===== src/rtl/multicycle_control.sv =====
// Main control FSM for the multicycle MIPS datapath: sequences fetch/decode/execute/memory/write-back
// and drives every datapath select; outputs decode from the state register, gated by mem_ready and zero.
module multicycle_control (
    input  logic       clock,
    input  logic       reset,
    input  logic [5:0] opcode,
    input  logic       zero,
    input  logic       mem_ready,
    output logic       pc_en,
    output logic       ior_d,
    output logic       mem_read,
    output logic       mem_write,
    output logic       ir_write,
    output logic       reg_dst,
    output logic       mem_to_reg,
    output logic       reg_write,
    output logic       alu_src_a,
    output logic [1:0] alu_src_b,
    output logic [1:0] alu_op,
    output logic [1:0] pc_source,
    output logic [3:0] state,
    output logic       instr_done,
    output logic       illegal_op
);
    typedef enum logic [3:0] {
        S_FETCH     = 4'd0,
        S_DECODE    = 4'd1,
        S_MEM_ADDR  = 4'd2,
        S_MEM_READ  = 4'd3,
        S_MEM_WB    = 4'd4,
        S_MEM_WRITE = 4'd5,
        S_EXECUTE   = 4'd6,
        S_R_WB      = 4'd7,
        S_BRANCH    = 4'd8,
        S_JUMP      = 4'd9,
        S_ADDI_EX   = 4'd10,
        S_ADDI_WB   = 4'd11
    } state_t;

    localparam logic [5:0] OP_R    = 6'b000000;
    localparam logic [5:0] OP_LW   = 6'b100011;
    localparam logic [5:0] OP_SW   = 6'b101011;
    localparam logic [5:0] OP_BEQ  = 6'b000100;
    localparam logic [5:0] OP_J    = 6'b000010;
    localparam logic [5:0] OP_ADDI = 6'b001000;

    state_t r_state;
    state_t w_next_state;
    logic   r_illegal_op;
    logic   w_illegal;
    logic   w_pc_write;
    logic   w_pc_write_cond;

    function automatic logic op_is_legal(input logic [5:0] op);
        return (op == OP_R) || (op == OP_LW) || (op == OP_SW) ||
               (op == OP_BEQ) || (op == OP_J) || (op == OP_ADDI);
    endfunction

    assign w_illegal  = (r_state == S_DECODE) && !op_is_legal(opcode);
    assign state      = r_state;
    assign illegal_op = r_illegal_op;

    // State register and the one-cycle illegal-opcode flag
    always_ff @(posedge clock or posedge reset) begin
        if (reset) begin
            r_state      <= S_FETCH;
            r_illegal_op <= 1'b0;
        end else begin
            r_state      <= w_next_state;
            r_illegal_op <= w_illegal;
        end
    end

    // Next-state selection; the opcode is consulted in DECODE and again in MEM_ADDR
    always_comb begin
        w_next_state = S_FETCH;
        case (r_state)
            S_FETCH:     w_next_state = mem_ready ? S_DECODE : S_FETCH;
            S_DECODE: begin
                case (opcode)
                    OP_R:    w_next_state = S_EXECUTE;
                    OP_LW:   w_next_state = S_MEM_ADDR;
                    OP_SW:   w_next_state = S_MEM_ADDR;
                    OP_BEQ:  w_next_state = S_BRANCH;
                    OP_J:    w_next_state = S_JUMP;
                    OP_ADDI: w_next_state = S_ADDI_EX;
                    default: w_next_state = S_FETCH;
                endcase
            end
            S_MEM_ADDR:  w_next_state = (opcode == OP_SW) ? S_MEM_WRITE : S_MEM_READ;
            S_MEM_READ:  w_next_state = mem_ready ? S_MEM_WB : S_MEM_READ;
            S_MEM_WB:    w_next_state = S_FETCH;
            S_MEM_WRITE: w_next_state = mem_ready ? S_FETCH : S_MEM_WRITE;
            S_EXECUTE:   w_next_state = S_R_WB;
            S_R_WB:      w_next_state = S_FETCH;
            S_BRANCH:    w_next_state = S_FETCH;
            S_JUMP:      w_next_state = S_FETCH;
            S_ADDI_EX:   w_next_state = S_ADDI_WB;
            S_ADDI_WB:   w_next_state = S_FETCH;
            default:     w_next_state = S_FETCH;
        endcase
    end

    // Per-state datapath controls; unlisted controls stay 0, including the unused encodings
    always_comb begin
        w_pc_write      = 1'b0;
        w_pc_write_cond = 1'b0;
        ior_d           = 1'b0;
        mem_read        = 1'b0;
        mem_write       = 1'b0;
        ir_write        = 1'b0;
        reg_dst         = 1'b0;
        mem_to_reg      = 1'b0;
        reg_write       = 1'b0;
        alu_src_a       = 1'b0;
        alu_src_b       = 2'b00;
        alu_op          = 2'b00;
        pc_source       = 2'b00;
        instr_done      = 1'b0;
        case (r_state)
            S_FETCH: begin
                mem_read   = 1'b1;
                alu_src_b  = 2'b01;
                ir_write   = mem_ready;
                w_pc_write = mem_ready;
            end
            S_DECODE:    alu_src_b = 2'b11;
            S_MEM_ADDR: begin
                alu_src_a = 1'b1;
                alu_src_b = 2'b10;
            end
            S_MEM_READ: begin
                mem_read = 1'b1;
                ior_d    = 1'b1;
            end
            S_MEM_WB: begin
                reg_write  = 1'b1;
                mem_to_reg = 1'b1;
                instr_done = 1'b1;
            end
            S_MEM_WRITE: begin
                mem_write  = 1'b1;
                ior_d      = 1'b1;
                instr_done = mem_ready;
            end
            S_EXECUTE: begin
                alu_src_a = 1'b1;
                alu_op    = 2'b10;
            end
            S_R_WB: begin
                reg_write  = 1'b1;
                reg_dst    = 1'b1;
                instr_done = 1'b1;
            end
            S_BRANCH: begin
                alu_src_a       = 1'b1;
                alu_op          = 2'b01;
                w_pc_write_cond = 1'b1;
                pc_source       = 2'b01;
                instr_done      = 1'b1;
            end
            S_JUMP: begin
                w_pc_write = 1'b1;
                pc_source  = 2'b10;
                instr_done = 1'b1;
            end
            S_ADDI_EX: begin
                alu_src_a = 1'b1;
                alu_src_b = 2'b10;
            end
            S_ADDI_WB: begin
                reg_write  = 1'b1;
                instr_done = 1'b1;
            end
            default: begin
                w_pc_write = 1'b0;
            end
        endcase
        pc_en = w_pc_write | (w_pc_write_cond & zero);
    end
endmodule


===== config.mk =====
export PLATFORM = sky130hd
export DESIGN_NAME = multicycle_control
export DESIGN_NICKNAME = d
export VERILOG_FILES = /design/src/rtl/multicycle_control.sv
export SDC_FILE = /design/constraint.sdc
export NUM_CORES = 1
export LEC_CHECK = 0
export ABC_AREA = 1
export BUFFER_PORTS_ARGS = -buffer_cell sky130_fd_sc_hd__buf_2
export CORE_MARGIN = 5
export CORE_UTILIZATION = 38
export DETAILED_ROUTE_END_ITERATION = 10
export PLACE_DENSITY = 0.7
export SLEW_MARGIN = 20
export SYNTH_ARGS = -nofsm -noshare
export SYNTH_HDL_FRONTEND = slang
export SYNTH_SLANG_ARGS = --single-unit

===== constraint.sdc =====
create_clock -name clock -period 2.4 [get_ports clock]
set_input_delay 0.36 -clock clock [delete_from_list [all_inputs] [get_ports clock]]
set_output_delay 0.36 -clock clock [all_outputs]
set_load 0.005 [all_outputs]

Word-level counts from Yosys, hierarchy flattened
Index checks and enable logic that the tools add are counted.
- register bits: 5
- latch bits: 0
- bits in writable memories: 0
- memory bits (read-only): 0
- logic and storage cells: 56
- memories kept: 0
- add/subtract/negate cells: 0
- multipliers: 0
- div/mod/pow operators: 0
- order comparisons: 0
- equal/unequal tests: 16
- shifts and indexed selects: 0
- muxes and demuxes: 20
- bitwise gates (word level): 2
- reduce and logical (&&, ||, !) cells: 16
- operators by type and width (kind ; number):
    $pmux 4 s7 ; 1
    $pmux 4 s5 ; 1
    $eq 4x3->1 const B ; 4
    $eq 4x4->1 const B ; 4
    $eq 6x6->1 const B ; 2
    $mux 1 ; 10
    $mux 3 ; 3
    $eq 4x2->1 const B ; 2
    $pmux 2 s2 ; 2
    $reduce_or 2->1 ; 4
    $eq 6x2->1 const B ; 1
    $eq 6x3->1 const B ; 1
    $eq 6x4->1 const B ; 1
    $logic_not 6->1 ; 1
    $pmux 2 s3 ; 1
    $logic_or 1x1->1 ; 5
    $reduce_or 5->1 ; 1
    $eq 4x1->1 const B ; 1
    $logic_not 4->1 ; 1
    $pmux 1 s2 ; 2
    $reduce_or 4->1 ; 1
    $reduce_or 3->1 ; 1
    $and 1x1->1 ; 1
    $logic_and 1x1->1 ; 1
    2 further kinds ; 2

Longest topological paths before layout
Gate-level depths: netlist of run 1.
- word-level depth: 8
- mapped depth: 7
- depth with buffers taken out: 7

Worst setup path after synthesis of run 1
OpenSTA, ideal clock, no wires.
- path type: flip-flop to output port
- start: register r_state[3], in the netlist state[3]
- end: output port pc_source[0]
- arrival time: 0.953 ns
- required time: 2.040 ns
- setup slack: 1.087 ns
- stages on the path, launching flop included: 6
- path buffers: 1
- path through: dfrtp_1 > inv_1 > nor2_2 > inv_1 > nor2_2 > buf_4
- word-level cells in the longest chain between the ends: 2
- elaborated cells on any way between the ends: 3
- those cells by class: 2 x eq/ne; 1 x mux
- RTL lines (item ; line ; text):
    start: declaration ; 47 ; state_t r_state;
    start signal: assignment ; 69 ; r_state <= w_next_state;
    $eq 4x4->1 ; 120 ; case (r_state)
    $pmux 2 s2 (*) ; 120 ;
    end: declaration ; 20 ; output logic [1:0] pc_source,
Every way passes the cells marked *; elsewhere a longest branch is shown, timed or not.

Worst setup path after layout of run 1
- start: register r_state[1], in the netlist state[1]
- end: output port instr_done
- word-level cells in the longest chain between the ends: 3
- elaborated cells on any way between the ends: 8
- those cells by class: 6 x eq/ne; 1 x mux; 1 x reduce/logical
- RTL lines (item ; line ; text):
    $eq 4x4->1 / $eq 4x3->1 (equally long branches) ; 120 ;
    $reduce_or 5->1 (no line) ; n/a ;
    $pmux 1 s2 (*) ; 120 ;
    end: declaration ; 22 ; output logic instr_done,
Marked as above.

==> flow_summary.ini, run 1 <==
[status]
status = complete, no violations

[global_routing]
antenna_found_initial = 0
grt_pass1_vias = 669
grt_max_degree = 8
grt_pass1_wl_microns = 2620
grt_usage_pct = 13.9
grt_overflow = 0

[critical_path]
startpoint_type = register
crit_type = register to output pin
cp.arrival_ns = 1.39
worstRegToRegCells = 5
required_ns = 2.04
worst-path-max-fanout = 5
worst_setup_path_end_kind = output pin

[clocking]
cts-root-buf = clkbuf_4
cts_buffers = 3
clkTransAtPathRegs_ns = 0.04
worstSkewPairLatency_ns = 0.25
cts_sinks = 5
cts_buffer_depth = 2
tritoncts = yes
cts_resized = 0
h-tree-depth = 1

[sta]
setup_viol = 0
finalMaxSlewViolations = 0
finalHoldViolCount = 0
rsz0062_at_grt = no
worst_slew_pin_slew_ns = 0.263
relSlewSlack_pct = 82.5
fin_crit_sh_pct = 73.0
finClkSkew_ns = 0.00214
period_needed_ns = 1.75
max_clock_freq_mhz = 571
fin_setup_tns_ns = 0

[cells_and_area]
flow.area_growth_from_synthesis_pct = 35.2
multi_input_area_sq_um = 365
antenna_cells = 0
drive_above_1_share_pct = 35.5
fillers = 167
num-nets-final = 149
area.sequential_sq_um = 125

[logic_synthesis]
synth_common_cells = nor2_1 (28), nand2_1 (26), inv_1 (14)
ys_seq_area_share_pct = 22.0
synth-warning-count = 0
synth.avg_cell_area_sq_um = 5.47
synthTopCellsByArea = dfrtp_1 (22%), nor2_1 (18%), nand2_1 (17%)
synth-seq-cells = 5
synth_ff_type = dfrtp_1
synth_top_area_cell = dfrtp_1
syn_nets = 114
synthDistinctLibCells = 16
synth_top_area_share_pct = 22.0
synth_edf_count = 0
synth.most_common_cell = nor2_1
async_reset_ff_share_pct = 100
synthesis.instances = 104
synth_area_sq_um = 569

[routing]
ant_nets = 0
vias_per_cell = 4.66
wl_microns = 1520
vias = 717
drtIter0Drc = 9
post_drt_wl_per_cell_microns = 9.84
drc = 0
drt-pass1-iter-count = 4

[die]
die_x_microns = 48.7
initial_core_util_pct = 38.7
die-area_sq_um = 2370
rows = 14
ios = 31
core_area_sq_um = 1470
die_y_microns = 48.7

[power_and_ir_drop]
ir_worst_vdd_mv = 0.252
p_leak_nw = 0.535
power_w = 0.000555
p_per_area_nw_per_um2 = 722

[placement]
gp_congestion = 0.802
port_buffers = 30
dp_hpwl_microns = 1340

[run]
cap_violations = 0

[min_path]
min_path_cells = 4
hp-class = input port to register
[through the flow]
step	setup WS [ns]	std cells	util (%)	hold slack, ns	instance area (sq um)
after floorplan	1.09	104	-	0.139	569
after global placement	0.969	149	49.7	0.258	732
after detailed placement	0.921	149	49.7	0.259	732
after CTS	0.646	154	52.3	0.476	769
after global routing	0.480	154	52.3	0.504	769
final	0.648	154	52.3	0.488	769
[power by group]
group | switching [W] | internal (W) | total, W
clock | 0.0000393 | 0.0000605 | 0.0000998
combinational | 0.000190 | 0.000125 | 0.000314
sequential | 0.0000331 | 0.000108 | 0.000141
total | 0.000262 | 0.000293 | 0.000555
[final timing paths]
check	startpoint	end	slack, ns
worst max-delay path	state[1]	instr_done	0.65
worst max register to register	state[2]	state[0]	1.24
worst min register to register	state[3]	state[1]	0.74
min in group asynchronous	reset	state[2]	0.54
max in group asynchronous	reset	state[0]	1.69
worst min-delay path	opcode[5]	illegal_op	0.49
[cell families (layout without fill, tap and decap cells)]
family	Yosys count	count (layout)	share of synthesized area (%)
flops	5	5	22.0
simple gates	77	77	62.2
compound gates	2	2	1.98
buf+inv	20	54	13.8
[state kept, by name, indices dropped and copies added, names as in the netlist]
register	cells
state	4
illegal_op	1
[layout make-up]
type | count | share of cell area [%]
multi-input cells | 79 | 47.5
inverters | 19 | 9.27
clock inverters | 1 | 0.650
flip-flops and latches | 5 | 16.3
well taps | 16 | 2.60
clock buffers | 3 | 2.93
repair buffers | 31 | 20.8
[cells in the final DEF (no fill, tap or decap)]
| cell type | count |
|---|---|
| inv_1 | 14 |
| nand3_1 | 10 |
| nand3_2 | 1 |
| nand3b_1 | 1 |
| inv_2 | 5 |
| buf_2 | 30 |
| nand2_1 | 26 |
| and2_1 | 1 |
| dlygate4sd3_1 | 1 |
| clkinv_2 | 1 |
| nor2_4 | 3 |
| nand4_1 | 1 |
| nor2_1 | 28 |
| dfrtp_1 | 5 |
| nand2_2 | 3 |
| clkbuf_4 | 3 |
| o22ai_1 | 1 |
| nor2_2 | 3 |
| o21ai_0 | 1 |
[what timing repair did]
action	CTS	global route
buffers inserted	0	0
hold buffers	1	0
endpoints found under the hold margin	5	0
[metal layers]
layer  vias up  global-route usage (%)  part of all wire, %
met5         -                       0                    0
met4         0                    15.2                  3.7
met3         5                    2.76                  7.0
met2        20                    23.0                   51
met1       309                    13.3                   38
li1        383                       -                    -
[critical path, cell delays in order, from the launching register on]
cell and delay [ns]:
dfrtp_1 0.46, inv_2 0.11, nand2_1 0.13, nor2_1 0.08, nor2_1 0.12, nand4_1 0.10
buf_2 0.14
(Power assumes the default switching activity.)
==> run 2: changes to the inputs <==
Settings changed: ABC_AREA 1 to 0, PLACE_DENSITY 0.7 to 0.71.
Clock period 2.4 ns to 1.4 ns, I/O delays scaled along.
==> flow_summary.ini, run 2 <==
[logic_synthesis]
synth.most_common_cell = nor2_1
ys_seq_area_share_pct = 20.1
synth-seq-cells = 5
synth_top_area_cell = dfrtp_1
synth_common_cells = nor2_1 (10), buf_2 (5), dfrtp_1 (5), nand2b_1 (5), nor3_1 (5)
synth_top_area_share_pct = 20.1
synth_edf_count = 0
synthesis.instances = 82
async_reset_ff_share_pct = 100
synth-warning-count = 0
synth.avg_cell_area_sq_um = 7.58
synthDistinctLibCells = 38
synthTopCellsByArea = dfrtp_1 (20%), nor2_1 (6.0%), nand2b_1 (5.0%)
syn_nets = 92
synth_ff_type = dfrtp_1
synth_area_sq_um = 622

[status]
status = finished with violations
violations = negative setup slack

[critical_path]
path_delay_family = simple AND/OR/NAND/NOR gates
slowest_stage = dfrtp_2
crit_buf_inv = 1
max_stage_delay_ns = 0.45
cp_cell_sequence = or2_4 > nor4b_4 > buf_2
cp.arrival_ns = 1.35
required_ns = 1.19
worst-path-max-fanout = 6
worst_setup_path_end_kind = output pin
startpoint_type = register
crit_type = register to output pin

[clocking]
tritoncts = yes
h-tree-depth = 1
cts_buffers = 3
clkTransAtPathRegs_ns = 0.04
cts-root-buf = clkbuf_4
cts_sinks = 5
worstSkewPairLatency_ns = 0.24
cts_buffer_depth = 2

[global_routing]
grt_pass1_vias = 815
antenna_found_initial = 0
grt_overflow = 0
grt_pass1_wl_microns = 3550
grt_usage_pct = 17.5
grt_max_degree = 11

[sta]
worst_slew_pin_slew_ns = 0.282
period_needed_ns = 1.56
finClkSkew_ns = 0.00375
fin_ws_ns = -0.159
fin_crit_sh_pct = 111
setup_viol = 18
max_clock_freq_mhz = 641
rsz0062_at_grt = yes
finalMaxSlewViolations = 0
fin_setup_tns_ns = -1.53
relSlewSlack_pct = 81.1
finalHoldViolCount = 0

[routing]
vias = 843
vias_per_cell = 5.51
drt-pass1-iter-count = 4
ant_nets = 0
wl_microns = 2210
drtIter0Drc = 6
drc = 0
post_drt_wl_per_cell_microns = 14.4

[die]
core_area_sq_um = 1520
ios = 31
die-area_sq_um = 2550
die_x_microns = 50.5
die_y_microns = 50.5
initial_core_util_pct = 40.8
rows = 14

[cells_and_area]
drive_above_1_share_pct = 65.7
num-nets-final = 148
mostFrequentLayoutCells = buf_2 (30), buf_4 (22), nor2_1 (9)
area.sequential_sq_um = 129
layout_commonest_cell = buf_2
multi_input_area_sq_um = 562
flow.area_growth_from_synthesis_pct = 83.5
largest_reg_flops = 4
fillers = 114
antenna_cells = 0

[placement]
port_buffers = 30
dp_hpwl_microns = 1490
gp_congestion = 0.772

[run]
cap_violations = 0

[power_and_ir_drop]
power_w = 0.00205
p_leak_nw = 0.565
ir_worst_vdd_mv = 1.24
p_per_area_nw_per_um2 = 1790

[min_path]
hp-class = input port to register
==> run 2: cell types whose count changed in the layout (fill, tap and decap cells not counted), moves of 5 or more <==
cell     change
inv_1       -13
nor2_1      -19
nand3_1     -10
buf_6        +5
buf_4       +22
nand2_1     -24
==> run 2: final timing paths <==
path,start,endpoint,slack (ns),depth (start not counted)
min in group asynchronous,reset,state[1],0.40,3
worst min-delay path,opcode[4],state[1],0.34,4
worst max-delay path,state[2],ir_write,-0.16,3
max in group asynchronous,reset,state[2],0.81,3
worst min register to register,state[0],state[1],0.84,3
worst max register to register,state[3],state[0],-0.15,4
==> run 2: per-stage QoR <==
stage	util, %	std cells	setup slack [ns]	hold WS, ns	cell area [sq um]
global route	74.9	153	-0.207	0.349	1140
floorplan	-	82	0.0253	-0.0115	627
CTS	67.6	147	-0.142	0.346	1030
detailed placement	57.1	136	-0.0330	0.115	870
finish	74.9	153	-0.159	0.338	1140
global placement	57.1	136	-0.0244	0.102	870
==> run 2: where the power goes <==
group / leakage, nW / internal, W / switching (W)
clock network: 0.0150 / 0.000108 / 0.0000587
registers: 0.0619 / 0.000203 / 0.000104
logic: 0.488 / 0.000919 / 0.000655
==> run 2: cells by family after synthesis <==
kind of cell / Yosys count / synth area share, %
compound gates: 20 / 23.1
xor+xnor: 2 / 2.82
simple gates: 45 / 45.1
flops: 5 / 20.1
buf+inv: 10 / 8.85
==> run 2: worst min-delay path: cells and delay by family <==
family | cells | cell delay [ns]
AO/OA/AOI/OAI | 2 | 0.17
AND/OR/NAND/NOR | 1 | 0.06
buffers and inverters | 1 | 0.09
==> run 2: per-layer routing <==
metal	share of wire, %	GRT usage, %
met3	5.0	2.37
met4	0.63	7.66
met2	51	28.9
met5	0	0
met1	44	22.5
==> run 2: layout make-up <==
cell class	count	share of cell area (%)
multi-input cells	67	49.2
clock buffers	4	2.30
repair buffers	59	34.8
inverters	2	0.658
well taps	16	1.75
flip-flops and latches	5	11.3
==> run 2: repair_timing <==
action | 4_1_cts | 5_1_grt
hold endpoints to repair | 5 | 0
pin swaps | 2 | 7
buffers inserted | 6 | 6
setup endpoints to repair | 19 | 19
hold buffers | 1 | 0
gates resized for setup | 23 | 16
